--- config.mk ---
export PLATFORM = sky130hd
export DESIGN_NAME = uart_rx
export DESIGN_NICKNAME = d
export VERILOG_FILES = /design/src/rtl/uart_rx.sv
export SDC_FILE = /design/constraint.sdc
export NUM_CORES = 1
export LEC_CHECK = 0
export ABC_AREA = 1
export BUFFER_PORTS_ARGS = -buffer_cell sky130_fd_sc_hd__clkbuf_2
export CORE_AREA = 2 2 73 75
export DETAILED_ROUTE_END_ITERATION = 10
export DIE_AREA = 0 0 75 77
export GPL_TIMING_DRIVEN = 0
export SYNTH_ARGS = -nofsm -noshare
export SYNTH_HDL_FRONTEND = slang
export SYNTH_SLANG_ARGS = --single-unit
--- constraint.sdc ---
create_clock -name CLK -period 2.29 [get_ports CLK]
set_input_delay 0.458 -clock CLK [delete_from_list [all_inputs] [get_ports CLK]]
set_output_delay 0.458 -clock CLK [all_outputs]
set_load 0.01 [all_outputs]
--- src/rtl/uart_rx.sv ---
// uart_rx - UART receive core.
//
// Oversamples the synchronised serial line RX_IN at PRESCALE clocks per bit.
// It checks the start, optional parity and stop bits. Each good byte is
// presented on P_DATA together with a one-cycle DATA_VALID strobe. Frames
// arrive LSB first.
//
// Optional feature macro: UART_RX_MAJORITY_EN
//   defined   : each bit is a 2-of-3 majority of the samples taken at
//               edge_cnt = PRESCALE/2-1, PRESCALE/2 and PRESCALE/2+1.
//   undefined : each bit is a single sample taken at edge_cnt = PRESCALE/2.
//   The decision edge and all latencies are the same in both builds.
//
// Ports:
//   CLK        in   oversampling clock (PRESCALE x baud)
//   RST        in   asynchronous reset, active-low
//   RX_IN      in   serial line, idle high, already synchronised
//   PRESCALE   in   [5:0] clocks per bit (8, 16 or 32), latched at start
//   PAR_EN     in   parity bit present, latched at start
//   PAR_TYP    in   0 = even, 1 = odd parity, latched at start
//   P_DATA     out  [DATA_WIDTH-1:0] last correctly received byte
//   DATA_VALID out  one-cycle strobe when P_DATA is updated
//   PAR_ERR    out  parity mismatch in the current or last frame
//   STP_ERR    out  stop bit sampled low in the current or last frame
module uart_rx #(
  parameter int DATA_WIDTH = 8
) (
  input  logic                  CLK,
  input  logic                  RST,
  input  logic                  RX_IN,
  input  logic [5:0]            PRESCALE,
  input  logic                  PAR_EN,
  input  logic                  PAR_TYP,
  output logic [DATA_WIDTH-1:0] P_DATA,
  output logic                  DATA_VALID,
  output logic                  PAR_ERR,
  output logic                  STP_ERR
);

  localparam int BW = (DATA_WIDTH > 1) ? $clog2(DATA_WIDTH) : 1;

  typedef enum logic [2:0] {
    IDLE   = 3'd0,
    START  = 3'd1,
    DATA   = 3'd2,
    PARITY = 3'd3,
    STOP   = 3'd4
  } state_t;

  // Expected parity bit for the received data word.
  function automatic logic parity_bit(input logic [DATA_WIDTH-1:0] d,
                                      input logic odd);
    return odd ? ~(^d) : (^d);
  endfunction

  // 2-of-3 majority vote.
  function automatic logic maj3(input logic a, input logic b, input logic c);
    return (a & b) | (a & c) | (b & c);
  endfunction

  state_t                  state, state_nxt;
  logic [5:0]              edge_cnt;
  logic [5:0]              presc_q;
  logic [5:0]              half;
  logic                    par_en_q;
  logic                    par_typ_q;
  logic [BW-1:0]           bit_cnt;
  logic [DATA_WIDTH-1:0]   shreg;
  logic                    sample;

  logic                    start_det;
  logic                    bit_end;
  logic                    last_bit;
  logic                    shift_en;
  logic                    par_chk;
  logic                    stop_chk;

  assign half      = {1'b0, presc_q[5:1]};
  assign start_det = (state == IDLE) && !RX_IN;
  assign bit_end   = (state != IDLE) && (edge_cnt == presc_q - 6'd1);
  assign last_bit  = (bit_cnt == BW'(DATA_WIDTH - 1));

  // FSM state register
  always_ff @(posedge CLK or negedge RST) begin
    if (!RST) state <= IDLE;
    else      state <= state_nxt;
  end

  // FSM next-state logic: only the bit-decision edge moves the frame forward,
  // so line activity inside a frame can never restart it.
  always_comb begin
    state_nxt = state;
    case (state)
      IDLE:    if (!RX_IN) state_nxt = START;
      START:   if (bit_end) state_nxt = sample ? IDLE : DATA;
      DATA:    if (bit_end && last_bit) state_nxt = par_en_q ? PARITY : STOP;
      PARITY:  if (bit_end) state_nxt = STOP;
      STOP:    if (bit_end) state_nxt = IDLE;
      default: state_nxt = IDLE;
    endcase
  end

  // FSM output decode: per-state decision strobes
  always_comb begin
    shift_en = 1'b0;
    par_chk  = 1'b0;
    stop_chk = 1'b0;
    case (state)
      DATA:    shift_en = bit_end;
      PARITY:  par_chk  = bit_end;
      STOP:    stop_chk = bit_end;
      default: ;
    endcase
  end

  // Frame control: counters and per-frame configuration. The first low cycle
  // seen in IDLE is bit cycle 0, so the counter resumes at 1.
  always_ff @(posedge CLK or negedge RST) begin
    if (!RST) begin
      edge_cnt  <= '0;
      bit_cnt   <= '0;
      presc_q   <= '0;
      par_en_q  <= 1'b0;
      par_typ_q <= 1'b0;
    end else begin
      if (start_det) begin
        edge_cnt  <= 6'd1;
        bit_cnt   <= '0;
        presc_q   <= PRESCALE;
        par_en_q  <= PAR_EN;
        par_typ_q <= PAR_TYP;
      end else if (state != IDLE) begin
        edge_cnt <= bit_end ? 6'd0 : edge_cnt + 6'd1;
      end
      if (shift_en) bit_cnt <= last_bit ? '0 : bit_cnt + BW'(1);
    end
  end

  // Sample stage: the bit value becomes valid mid-bit, well before the
  // decision edge at edge_cnt == PRESCALE-1.
`ifdef UART_RX_MAJORITY_EN
  logic s_p0;
  logic s_p1;

  always_ff @(posedge CLK) begin
    if (edge_cnt == half - 6'd1) s_p0 <= RX_IN;
    if (edge_cnt == half)        s_p1 <= RX_IN;
    if (edge_cnt == half + 6'd1) sample <= maj3(s_p0, s_p1, RX_IN);
  end
`else
  always_ff @(posedge CLK) begin
    if (edge_cnt == half) sample <= RX_IN;
  end
`endif

  // Shift stage: data arrives LSB first, so each bit enters at the top.
  always_ff @(posedge CLK) begin
    if (shift_en) shreg <= {sample, shreg[DATA_WIDTH-1:1]};
  end

  // Result stage: error flags and byte delivery
  always_ff @(posedge CLK or negedge RST) begin
    if (!RST) begin
      P_DATA     <= '0;
      DATA_VALID <= 1'b0;
      PAR_ERR    <= 1'b0;
      STP_ERR    <= 1'b0;
    end else begin
      DATA_VALID <= 1'b0;
      if (start_det) begin
        PAR_ERR <= 1'b0;
        STP_ERR <= 1'b0;
      end
      if (par_chk && (sample != parity_bit(shreg, par_typ_q))) PAR_ERR <= 1'b1;
      if (stop_chk) begin
        if (!sample) STP_ERR <= 1'b1;
        // STP_ERR is always clear here, so a high stop bit with no parity
        // error is the whole acceptance test.
        if (sample && !PAR_ERR) begin
          P_DATA     <= shreg;
          DATA_VALID <= 1'b1;
        end
      end
    end
  end

endmodule

==> impl.org, run 1 <==
** Status
- The flow ran to the end, and the final reports show no timing, DRC or antenna violations.

** Global routing
- Met1 layer usage reported by global route :: 0.2308
- Vias in the first global route :: approximately 1500
- For this run, global-route usage on met3 was measured as 0.05650.
- Global-route met2 utilization :: 0.2325
- met2 is the most crowded layer.
- Global-route wire length before repair :: 7100 um
- GRT Util Overall :: 0.1640
- Maximum number of pins on one net before global-route repair :: 32
- Sum of overflow across all layers after global routing :: 0
- Initial antenna violation count :: 0

** STA
- Highest clock rate :: a little under 500 MHz
- Number of pins exceeding their max-slew limit in the final report :: 0
- Setup TNS :: 0 ns
- The clock period could shrink to 2.081 ns.
- Final Hold Viols :: 0
- Setup violations remaining at the end of the flow were counted as 0.
- For the pin with the worst max-slew slack, the measured transition is ~0.80 ns.
- Ratio of final minimum period to clock period :: 0.9089
- Across the routed clock network, the largest skew measured is 0.004859 ns.
- Setup repair after global routing left no endpoint under its margin.
- Headroom to the max-slew limit came out at 0.4682.

** Logic synthesis
- Portion of netlist area occupied by mux cells :: 0
- Of the total synthesized cell area, the portion taken by full adders, half adders and majority gates is 0.02363.
- Synth top area share :: 0.3662
- dfrtp_1 takes more of the synthesized area than any other cell.
- In this run, synthesis produced a sequential element count of 40.
- Async SR Flop Fraction :: 0.7750
- Sorting the synthesized cells by how often they occur yields nand2_1, dfrtp_1, inv_1.
- EDFF count, synth :: 9
- Summed instance area of the synthesized netlist :: 2118 um2
- Post-synthesis compound-gate area fraction :: 0.06497
- A synthesized cell averages about 8.2 um2.
- Fraction of the mapped netlist area in simple logic gates :: 0.3095
- Count of cell types in the netlist :: 26
- Post-synth net total :: roughly 270
- In the synthesized netlist the dominant register cell turns out to be dfrtp_1.
- Post-synthesis xor/xnor area fraction :: 0.04962
- Sequential area share after synthesis :: 0.4938
- Number of instances in the synthesized netlist :: around 260
- By area, the combinational part of the netlist is dominated by simple AND/OR/NAND/NOR gates.
- Top area cells in the synthesized netlist :: dfrtp_1, nand2_1, edfxtp_1, nand3_1, inv_1
- During synthesis, Yosys emitted a total of 0 warnings.
- Cell with the most instances after synthesis :: nand2_1

** Clock network
- Clock-pin slew on the worst setup and hold paths :: 0.08 ns
- CTS tree :: done
- Clock tree synthesis found a total of 40 sinks.
- In this run the number of H-tree levels came out at 2.
- For this design, the CTS-stage hold fixing added 0 buffers.
- Clock latency of the later-clocked register in the worst-skew pair :: around 0.30 ns
- In this run, CTS created clock tree buffers numbering 5.
- Clock tree synthesis selected as its root buffer the cell clkbuf_8.
- Number of post-CTS setup repair buffers :: 0
- Clk buf depth :: 2

** Pwr
- Total power draw :: around 2.8 mW
- Worst vdd rail ir drop :: about 0.50 mV
- Total power density per cell area :: 1138 nW/um2
- Standby leakage power :: approximately 1.3 nW

** Cells and area
- Compared with the post-synthesis result, the final layout area differs by 14.77%.
- Filler instances :: approximately 500
- N_diodes :: 0
- Total Nets Final :: 300
- Ratio of cells with drive above 1 in the final layout :: 0.1503
- Post-route non-filler standard cell count :: 356
- Once layout is complete, the utilization of the core stands at 0.4884.

** Flow run
- Max-Cap Viols :: 0

** Setup path
- On the critical path, the stage with the largest delay is an instance of dfrtp_1.
- Arrival time at the worst endpoint :: 2.08 ns
- R2r setup slk :: ~0.21 ns
- Of all nets on the critical path, the largest fanout is 11.
- Kind of critical path :: register to register
- The number of cells on the worst reg-to-reg path is 9.
- The signal on the critical path passes through inv_1, ha_1, inv_1, nand2_1, nand2_1, nand3_1, nor2_4, nand4_1, clkinvlp_4.
- Worst r2r dst :: shreg[4]$_DFFE_PP_
- The worst setup path is launched from a register.
- Element type at the critical path end :: register
- Required time at the worst-slack endpoint :: between 2 and 2.5 ns
- For this run, the slowest stage of the critical path takes between 0.3 and 0.4 ns.
- Startpoint of the worst register-to-register path :: presc_q[0]$_DFFE_PN0P_

** Detailed routing
- Total Wirelength :: 4085 um
- Via density per instance :: ~4.7
- Final routed DRC violation total :: 0
- DRC marker count from the first detailed-route iteration :: 74
- Routed len/inst :: approximately 11 um
- Detailed routing inserted a total of between 1500 and 2000 vias.
- Iteration count of the initial detailed-routing pass :: 6
- ANT nets after route :: 0

** Placement
- Including well taps, the total number of placed cells is around 350.
- Sum of net half-perimeters after detailed placement :: around 3100 um
- Routability congestion estimate from global placement :: 0.8959
- Port buffering added 21 buffers.

** Die
- Core outline area :: 4977 um2
- Die Width :: roughly 75 um
- Initial Utilization :: 0.4256
- Die height :: between 70 and 80 um
- I/O pin cnt :: 22
- Total number of placement rows :: 26
- The floorplan step defined a die boundary enclosing ~5800 um2.

** Worst hold path
- In this run the worst hold path is classified as primary input to async pin.
-- report_power, final --
part           internal, mW  switching, mW  total (mW)
Sequential            0.885          0.153        1.04
Combinational         0.388          0.752        1.14
Clock                 0.328          0.260       0.588
-- metrics by stage --
step / setup slack (ns) / instance area (um2) / hold slack [ns]
5_1_grt: 0.01533 / 2431 / 0.2941
4_1_cts: 0.1446 / 2427 / 0.2659
2_1_floorplan: 0.4311 / 2118 / 0.1624
6_report: 0.2087 / 2431 / 0.2361
3_3_place_gp: 0.1798 / 2311 / 0.4530
3_5_place_dp: 0.1707 / 2311 / 0.4583
-- what timing repair did --
action	CTS	global route
resized for setup	0	1
endpoints found under the setup margin	0	8
hold endpoints to repair	0	0
-- placed cells by master (no fill, tap or decap), types with 4 or more instances in the layout --
cell type  count
nor2_1        12
clkbuf_8       5
o22ai_1        6
dfrtp_1       31
xnor2_1        5
edfxtp_1       9
o21ai_0       10
nand4_1        6
nand3_1       24
ha_1           4
nand2_1       97
clkbuf_2      21
inv_1         24
inv_2          4
xor2_1         7
-- cell type report --
type | instances | area (um2) | area share
inverter | 29 | 112.6 | 0.04632
multi-input combinational | 186 | 948.4 | 0.3901
clock buffer | 5 | 68.82 | 0.02831
clock inverter | 3 | 47.55 | 0.01956
tap | 70 | 87.58 | 0.03603
sequential | 40 | 1046 | 0.4303
buffer | 2 | 15.01 | 0.006176
timing repair buffer | 21 | 105.1 | 0.04323
-- kinds of logic (layout without fill, tap and decap cells) --
kind of cell,after synthesis,after routing
fa+ha+maj,4,4
buf+inv,31,60
xor+xnor,12,12
simple gates,148,148
compound gates,22,22
flops,40,40
-- routing by layer --
layer | part of all wire | wire length (um)
met3 | 0.035 | 145
met2 | 0.44 | 1795
met5 | 0 | 0
met4 | 0.015 | 61
met1 | 0.51 | 2083
-- worst max-delay path: cells and delay by family (launching register included) --
| kind | cells | cell delay [ns] |
|---|---|---|
| buf+inv | 3 | 0.43 |
| fa+ha+maj | 1 | 0.31 |
| flops | 1 | 0.38 |
| simple gates | 5 | 0.65 |
-- flip-flops by register name, indices dropped and copies added (netlist names) --
name,count
edge_cnt,6
par_typ_q,1
state,3
shreg,8
STP_ERR,1
bit_cnt,3
sample,1
PAR_ERR,1
DATA_VALID,1
P_DATA,8
presc_q,6
par_en_q,1
-- how the worst max path moves through the flow --
| stage | endpoint | startpoint | cells after the start |
|---|---|---|---|
| floorplan | shreg[0]$_DFFE_PP_ | presc_q[0]$_DFFE_PN0P_ | 9 |
| CTS | shreg[6]$_DFFE_PP_ | presc_q[0]$_DFFE_PN0P_ | 9 |
| detailed placement | shreg[2]$_DFFE_PP_ | presc_q[0]$_DFFE_PN0P_ | 9 |
| global route | shreg[6]$_DFFE_PP_ | presc_q[0]$_DFFE_PN0P_ | 9 |
| finish | shreg[4]$_DFFE_PP_ | presc_q[0]$_DFFE_PN0P_ | 9 |
| global placement | shreg[2]$_DFFE_PP_ | presc_q[0]$_DFFE_PN0P_ | 9 |
(Power assumes the default switching activity.)
==> run 2: changes to the inputs <==
--- a/config.mk
+++ b/config.mk
@@ -7,10 +7,12 @@
 export LEC_CHECK = 0
 export ABC_AREA = 1
 export BUFFER_PORTS_ARGS = -buffer_cell sky130_fd_sc_hd__clkbuf_2
+export CAP_MARGIN = 30
 export CORE_AREA = 2 2 73 75
 export DETAILED_ROUTE_END_ITERATION = 10
 export DIE_AREA = 0 0 75 77
 export GPL_TIMING_DRIVEN = 0
+export PLACE_DENSITY = 0.71
 export SYNTH_ARGS = -nofsm -noshare
 export SYNTH_HDL_FRONTEND = slang
 export SYNTH_SLANG_ARGS = --single-unit
==> impl.org, run 2 (synthesis results as in run 1) <==
** Setup path
- Element type at the critical path end :: register
- Worst-path cell chain :: inv_1, ha_1, inv_1, nand2_1, nand2_1, nand3_1, nor2_4, nand4_1, clkinvlp_4
- Max stage delay cell, worst path :: dfrtp_1
- Critical Path Source Type :: register
- At the worst endpoint, the required time is 2.28 ns.
- Along the worst path, the maximum fanout reaches 11.
- At the worst endpoint, the arrival time is between 2 and 2.5 ns.
- Worst r2r path cells :: 9
- Crit path buffers/inverters :: 3
- The worst register-to-register path ends at shreg[7]$_DFFE_PP_.
- R2r setup slk :: ~0.23 ns
- The worst setup path is of the register to register kind.
- The largest single stage delay on the critical path is around 0.37 ns.
- Startpoint of the worst register-to-register path :: presc_q[0]$_DFFE_PN0P_
- Crit. Startpoint :: presc_q[0]$_DFFE_PN0P_
- The kind of cell with the highest combined delay along the critical path is simple AND/OR/NAND/NOR gates.
- Worst path depth :: 9

** Die
- From left edge to right edge, the die measures about 75 um.
- The total area inside the core boundary comes to ~5000 um2.
- The die covers ~5800 um2.
- In this run the core area contains 26 standard-cell rows.
- Measured along the y axis, the die boundary spans around 77 um.
- During I/O placement, the number of pins put on the boundary was 22.
- Initial Utilization :: 0.4256

** STA
- Final critical delay including setup and external delays :: slightly above 2 ns
- Total of endpoints with negative setup slack in the final report :: 0
- Unrepaired setup endpoints after global routing :: false
- Layout Skew :: approximately 0.009 ns
- The max-slew violation total from the final report is 0.
- Headroom to the max-slew limit came out at 0.4714.
- In the finished design, the share of the clock period the worst path needs comes to 0.8979.
- The count of final hold-check violations came to 0.
- Highest clock rate :: around 490 MHz
- Final worst slack :: approximately 0.23 ns
- Actual transition at the worst max-transition pin :: 0.7929 ns
- Summed over all failing endpoints, the final setup total negative slack is 0 ns.

** Global routing
- Global-route wire length before repair :: just over 7000 um
- Sum of overflow across all layers after global routing :: 0
- Entering global routing, the biggest net connects 32 pins.
- Vias in the first global route :: ~1600
- Initial antenna violation count :: 0
- GRT Util Overall :: 0.1609

** Pwr
- Total power draw :: roughly 2.7 mW
- Total power density per cell area :: ~1100 nW/um2
- Standby leakage power :: about 1.3 nW
- IR analysis of the VDD net gives a maximum drop of roughly 0.42 mV.

** Flow run
- Max-Cap Viols :: 0

** Cells and area
- Post-Route Utilization :: 0.4827
- The number of antenna diodes in the final layout is 0.
- The finished cells cover ~2400 um2.
- Most frequent standard cell in the layout excluding fill and tap cells :: nand2_1
- Registers with the most flip-flops :: P_DATA x8, shreg x8
- Compared with the post-synthesis result, the final layout area differs by 13.41%.
- Total Nets Final :: 300
- Of the cells placed in the final design, the portion with a size suffix greater than 1 is 0.1503.
- Highest-count cells in the layout ignoring fill and taps :: nand2_1, dfrtp_1, inv_1, nand3_1, clkbuf_2

** Placement
- Prior to clock tree synthesis, the placed netlist has a worst setup slack of between 0.15 and 0.2 ns.
- Number of input and output port buffers inserted :: 21
- Once detailed placement completed, the half-perimeter wirelength came to ~3100 um.
- The placed instances occupy a cell area of 2311 um2.
- Routability congestion estimate from global placement :: about 0.83

** Clock network
- Number of buffers added to fix hold violations after cts :: 0
- After clock tree synthesis, the clock-pin slew on the worst setup and hold paths is 0.08 ns.
- Number of post-CTS setup repair buffers :: 0
- H-tree depth reported by CTS :: 2
- Clock latency on the worst-skew pair, taken at its later pin, is 0.29 ns.
- The cell sitting at the root of the clock tree is a clkbuf_8.
- Number of buffers inserted during clock tree synthesis :: 5
- Clk buf depth :: 2
- Clock sink count :: 40
- TritonCTS built the clock tree.

** Detailed routing
- The first detailed-routing pass ran for 4 iterations.
- After detailed routing, the number of remaining DRC violations is 0.
- DRC marker count from the first detailed-route iteration :: between 90 and 100
- After detailed routing, the average wire length per cell comes to around 12 um.
- The final route contains roughly 1700 vias.
- The count of nets left with antenna violations once routing finished came out at 0.
- The routed design has around 4200 um of wire.
- Via density per instance :: between 4 and 5

** Status
- The flow ran to the end, and the final reports show no timing, DRC or antenna violations.

** Worst hold path
- The path class of the tightest hold or removal check is primary input to async pin.
-- run 2: power breakdown --
part           switching [mW]  leakage [nW]  internal, mW  total (mW)
clock network           0.248        0.0479         0.212       0.460
logic                   0.765         0.713         0.389        1.15
registers               0.156         0.493         0.885        1.04
-- run 2: cell type report --
cell class | instances | area (um2)
clock inverter | 3 | 18.77
timing repair buffer | 21 | 105.1
inverter | 29 | 112.6
fill | 500 | 2575
clock buffer | 5 | 68.82
sequential | 40 | 1046
buffer | 2 | 15.01
tap | 70 | 87.58
multi-input combinational | 186 | 948.4
-- run 2: stage by stage --
stage,hold slack (ns),instances
after global routing,0.2839,356
after floorplan,0.1624,257
after CTS,0.2634,356
after detailed placement,0.4577,348
final,0.2353,356
after global placement,0.4534,348
-- run 2: what timing repair did --
action	in CTS	in global routing
resized for setup	0	1
endpoints found under the setup margin	0	8
hold endpoints to repair	0	0
-- run 2: how the worst max path moves through the flow --
stage                               to
global placement    shreg[0]$_DFFE_PP_
detailed placement  shreg[6]$_DFFE_PP_
global route        shreg[2]$_DFFE_PP_
CTS                 shreg[1]$_DFFE_PP_
floorplan           shreg[0]$_DFFE_PP_
finish              shreg[7]$_DFFE_PP_
-- run 2: metal layers --
metal	track usage	share of wire	wire (um)	vias to the layer above
li1	-	-	-	892
met1	0.2090	0.48	1999	789
met2	0.2518	0.47	1961	28
met3	0.04336	0.035	145	6
met4	0.06071	0.016	67	0
met5	0	0	0	-
